### config.mk
export PLATFORM = sky130hd
export DESIGN_NAME = sat_counter
export DESIGN_NICKNAME = d
export VERILOG_FILES = /design/src/rtl/sat_counter.sv
export SDC_FILE = /design/constraint.sdc
export NUM_CORES = 1
export LEC_CHECK = 0
export CAP_MARGIN = 20
export CORE_AREA = 2 2 39 41
export CTS_CLUSTER_SIZE = 20
export DETAILED_ROUTE_END_ITERATION = 6
export DIE_AREA = 0 0 41 43
export PLACE_DENSITY_LB_ADDON = 0.08
export SETUP_SLACK_MARGIN = 0.02
export SYNTH_ARGS = -nofsm -noshare
export SYNTH_HDL_FRONTEND = slang
export SYNTH_SLANG_ARGS = --single-unit
### constraint.sdc
create_clock -name clk -period 1.7 [get_ports clk]
set_input_delay 0.34 -clock clk [delete_from_list [all_inputs] [get_ports clk]]
set_output_delay 0.34 -clock clk [all_outputs]
set_load 0.005 [all_outputs]
### src/rtl/sat_counter.sv
// Saturating event counter: counts inc pulses, sticks at all-ones, and a clear
// coinciding with an increment restarts the count at one.
module sat_counter #(
    parameter int ERRW = 8
) (
    input  logic            clk,
    input  logic            rst,
    input  logic            inc,
    input  logic            clr,
    output logic [ERRW-1:0] count
);

    always_ff @(posedge clk or negedge rst) begin
        if (!rst) begin
            count <= '0;
        end else if (clr) begin
            count <= inc ? ERRW'(1) : '0;
        end else if (inc && (count != {ERRW{1'b1}})) begin
            count <= count + ERRW'(1);
        end
    end

endmodule

==> metrics.txt <==
# TYPE chip_impl_metric gauge
chip_impl_info{name="run_status",value="finished, final reports clean"} 1
chip_impl_metric{name="dp_cells",unit=""} 73
chip_impl_metric{name="floorplan.rows",unit=""} 14
chip_impl_metric{name="tightestPinTransition",unit="ns"} 0.389
chip_impl_info{name="kind_of_end_point_of_the_critical_path",value="primary output"} 1
chip_impl_metric{name="power.switching",unit="uW"} 95.1
chip_impl_metric{name="grt_first_pass_wirelength",unit="um"} 1730
chip_impl_metric{name="power.clock.fraction",unit=""} 0.357
chip_impl_metric{name="timing_hold_violations_final",unit=""} 0
chip_impl_metric{name="chipHeight",unit="um"} 43
chip_impl_metric{name="fp.dieArea",unit="mm2"} 0.00176
chip_impl_info{name="max_flop_register",value="count"} 1
chip_impl_metric{name="post-route-worst-setup-slack",unit="ns"} 0.0932
chip_impl_info{name="final_common_cell",value="sky130_fd_sc_hd__clkdlybuf4s50_1"} 1
chip_impl_info{name="ys.flop_type",value="sky130_fd_sc_hd__dfrtp_1"} 1
chip_impl_metric{name="final_core_util",unit=""} 0.450
chip_impl_metric{name="ff2ff_path_depth",unit=""} 4
chip_impl_info{name="critical_path.cell_chain",value="clkdlybuf4s50_1"} 1
chip_impl_info{name="mostFrequentLayoutCells",value="sky130_fd_sc_hd__clkdlybuf4s50_1 (11), sky130_fd_sc_hd__dfrtp_1 (7), sky130_fd_sc_hd__a21oi_1 (5), sky130_fd_sc_hd__nand2b_1 (4)"} 1
chip_impl_metric{name="core_area",unit="mm2"} 0.00138
chip_impl_metric{name="place_area",unit="um2"} 599
chip_impl_metric{name="final-setup-viol-count",unit=""} 0
chip_impl_metric{name="grt_overflow_total",unit=""} 0
chip_impl_metric{name="timing.reg2reg.setup_slack",unit="ns"} 0.22
chip_impl_metric{name="min_period_over_period",unit=""} 0.945
chip_impl_info{name="worstReg2RegEnd",value="count[5]$_DFFE_PN0P_"} 1
chip_impl_metric{name="route.detailed.wl_per_inst",unit="um"} 14.2
chip_impl_metric{name="maxClockFrequency",unit="GHz"} 0.622
chip_impl_metric{name="grt_total_usage",unit=""} 0.147
chip_impl_metric{name="globalplace.congestion",unit=""} 0.660
chip_impl_metric{name="first_global_vias",unit=""} 370
chip_impl_metric{name="comb_power_share",unit=""} 0.129
chip_impl_metric{name="p_seq_frac",unit=""} 0.514
chip_impl_metric{name="cp.buffers_inverters",unit=""} 1
chip_impl_metric{name="top_level_ports",unit=""} 12
chip_impl_info{name="rr_startpoint",value="count[0]$_DFFE_PN0P_"} 1
chip_impl_info{name="reg.largest.list",value="count x8"} 1
chip_impl_metric{name="leakagePower",unit="nW"} 0.245
chip_impl_metric{name="period_minus_slack",unit="ns"} 1.61
chip_impl_metric{name="largest_reg_flops",unit=""} 8
chip_impl_metric{name="detailedRoute.firstIterationViolations",unit=""} 7
chip_impl_metric{name="total_negative_slack_for_setup_checks",unit="ns"} 0
chip_impl_metric{name="cts-root-to-sink-buffers",unit=""} 2
chip_impl_metric{name="finalClockSkew",unit="ns"} 0.00382
chip_impl_metric{name="synth_enable_flop_cells",unit=""} 0
chip_impl_metric{name="dp.final_hpwl",unit="um"} 769
chip_impl_metric{name="number_of_buffers_added_to_fix_hold_violations_after_cts",unit=""} 0
chip_impl_info{name="worst_hold_path_type",value="in2async"} 1
chip_impl_metric{name="synth_cell_types",unit=""} 27
chip_impl_metric{name="synth.net_count",unit=""} 52
chip_impl_info{name="worstSetupPathType",value="reg2out"} 1
chip_impl_metric{name="antenna_found_initial",unit=""} 0
chip_impl_metric{name="antenna_left",unit=""} 0
chip_impl_metric{name="layout-area-overhead-vs-synth",unit="%"} 31.7
chip_impl_metric{name="grt_start_max_net_pins",unit=""} 11
chip_impl_metric{name="ys_seq_area_frac",unit=""} 0.423
chip_impl_metric{name="peak_fanout_along_the_critical_path",unit=""} 8
chip_impl_metric{name="peakVddDrop",unit="V"} 0.000338
chip_impl_metric{name="cts_sink_cnt",unit=""} 8
chip_impl_metric{name="route.vias.total",unit=""} 414
chip_impl_metric{name="io_buffers",unit=""} 11
chip_impl_metric{name="final_cell_area",unit="um2"} 623
chip_impl_metric{name="postSynthRegisterBits",unit=""} 8
chip_impl_metric{name="die_x",unit="um"} 41
chip_impl_metric{name="fin_total_pwr",unit="uW"} 404
chip_impl_info{name="critPathLaunchType",value="register"} 1
chip_impl_info{name="root_buffer",value="sky130_fd_sc_hd__clkbuf_4"} 1
chip_impl_metric{name="num_antenna_cells",unit=""} 0
chip_impl_metric{name="post_cts.repair.setup_buffers",unit=""} 0
chip_impl_metric{name="power_density",unit="mW/mm2"} 648
chip_impl_metric{name="pre_cts_ws",unit="ns"} 0.0300
chip_impl_metric{name="vias_per_cell",unit=""} 5.45
chip_impl_metric{name="multi_input_area",unit="um2"} 254
chip_impl_metric{name="final.fill_count",unit=""} 151
chip_impl_info{name="grt_setup_unrepaired",value="false"} 1
chip_impl_metric{name="post_synth.cell_area_avg",unit="um2"} 10.1
chip_impl_info{name="slowest_stage",value="sky130_fd_sc_hd__clkdlybuf4s50_1"} 1
chip_impl_metric{name="worstSkewPairLatency",unit="ns"} 0.25
chip_impl_metric{name="sequential_cell_area",unit="um2"} 201
chip_impl_metric{name="maxSlewHeadroom",unit=""} 0.740
chip_impl_metric{name="design.final.nets",unit=""} 67
chip_impl_info{name="kind_of_cell_adding_the_most_delay_to_the_critical_path",value="buffers and inverters"} 1
chip_impl_metric{name="drive_gt1_frac",unit=""} 0.167
chip_impl_metric{name="post_syn_instances",unit=""} 47
chip_impl_metric{name="synth_warnings",unit=""} 0
chip_impl_metric{name="inserted_clock_buffers",unit=""} 3
chip_impl_metric{name="worst_ep_arrival_time",unit="ns"} 1.27
chip_impl_metric{name="drt_first_pass_iters",unit=""} 4
chip_impl_metric{name="intPower",unit="uW"} 309
chip_impl_metric{name="remaining_drc_errors",unit=""} 0
chip_impl_metric{name="mappedNetlistArea",unit="um2"} 473
chip_impl_metric{name="cts.reportedPaths.clkPinSlew",unit="ns"} 0.06
chip_impl_metric{name="postSynth.asyncResetShare",unit=""} 1.00
chip_impl_info{name="cts_tree",value="yes"} 1
chip_impl_metric{name="cts-resized-gates",unit=""} 0
chip_impl_metric{name="timing.max_cap.violations",unit=""} 0
chip_impl_metric{name="final-max-slew-violation-count",unit=""} 0
chip_impl_metric{name="htree_levels",unit=""} 1
chip_impl_metric{name="floorplan.initialDensity",unit=""} 0.342
chip_impl_metric{name="cp.required",unit="ns"} 1.36
chip_impl_metric{name="routed_wirelength",unit="um"} 1080
chip_impl_metric{name="worst_path_largest_cell_delay",unit="ns"} 0.55
chip_impl_metric{name="finalHoldWorstSlack",unit="ns"} 0.377
chip_impl_metric{name="power.switching_fraction",unit=""} 0.236
chip_impl_metric{name="final-instance-count-excl-fill",unit=""} 76
final cells by class:
cell class              instances  area share
well taps                      16      0.0321
repair buffers                 12       0.189
flip-flops and latches          8       0.323
clock buffers                   3      0.0361
multi-input cells              35       0.408
inverters                       2      0.0120
worst max-delay path by stage:
stage	slack, ns	cells past startpoint	endpoint	start
after detailed placement	0.03	4	count[5]$_DFFE_PN0P_	inc
final	0.09	1	count[4]	count[4]$_DFFE_PN0P_
after global routing	0.04	1	count[4]	count[4]$_DFFE_PN0P_
after floorplan	0.30	4	count[5]$_DFFE_PN0P_	count[0]$_DFFE_PN0P_
after global placement	0.06	4	count[5]$_DFFE_PN0P_	inc
after CTS	0.02	1	count[3]	count[3]$_DFFE_PN0P_
routing by layer:
layer,GRT usage,share of wire,vias up
met3,0.0314,0.041,2
met2,0.178,0.44,9
met5,0,0,-
met1,0.220,0.51,194
li1,-,-,209
met4,0.100,0.0093,0
cell usage after synthesis (all sizes together), types with 2 or more instances:
| library cell | n | area share |
|---|---|---|
| a21oi | 5 | 0.053 |
| and3 | 2 | 0.026 |
| dfrtp | 8 | 0.42 |
| inv | 2 | 0.016 |
| nand2 | 3 | 0.024 |
| nand2b | 4 | 0.053 |
| nand4 | 2 | 0.040 |
| o21ai | 2 | 0.021 |
| or3 | 2 | 0.026 |
power groups by stage:
stage               Combinational [mW]  Clock, mW  Sequential, mW
floorplan                       0.0206          0           0.210
global placement                0.0525          0           0.212
detailed placement              0.0528          0           0.211
CTS                             0.0533      0.153           0.208
global route                    0.0578      0.164           0.209
finish                          0.0521      0.144           0.208
cell families (layout without fill, tap and decap cells):
family,count (synthesis),count (layout),synth area share
mux,1,1,0.0212
buf+inv,4,17,0.0397
compound gates,15,15,0.233
flops,8,8,0.423
simple gates,18,18,0.257
fa+ha+maj,1,1,0.0265
(Power assumes the default switching activity.)
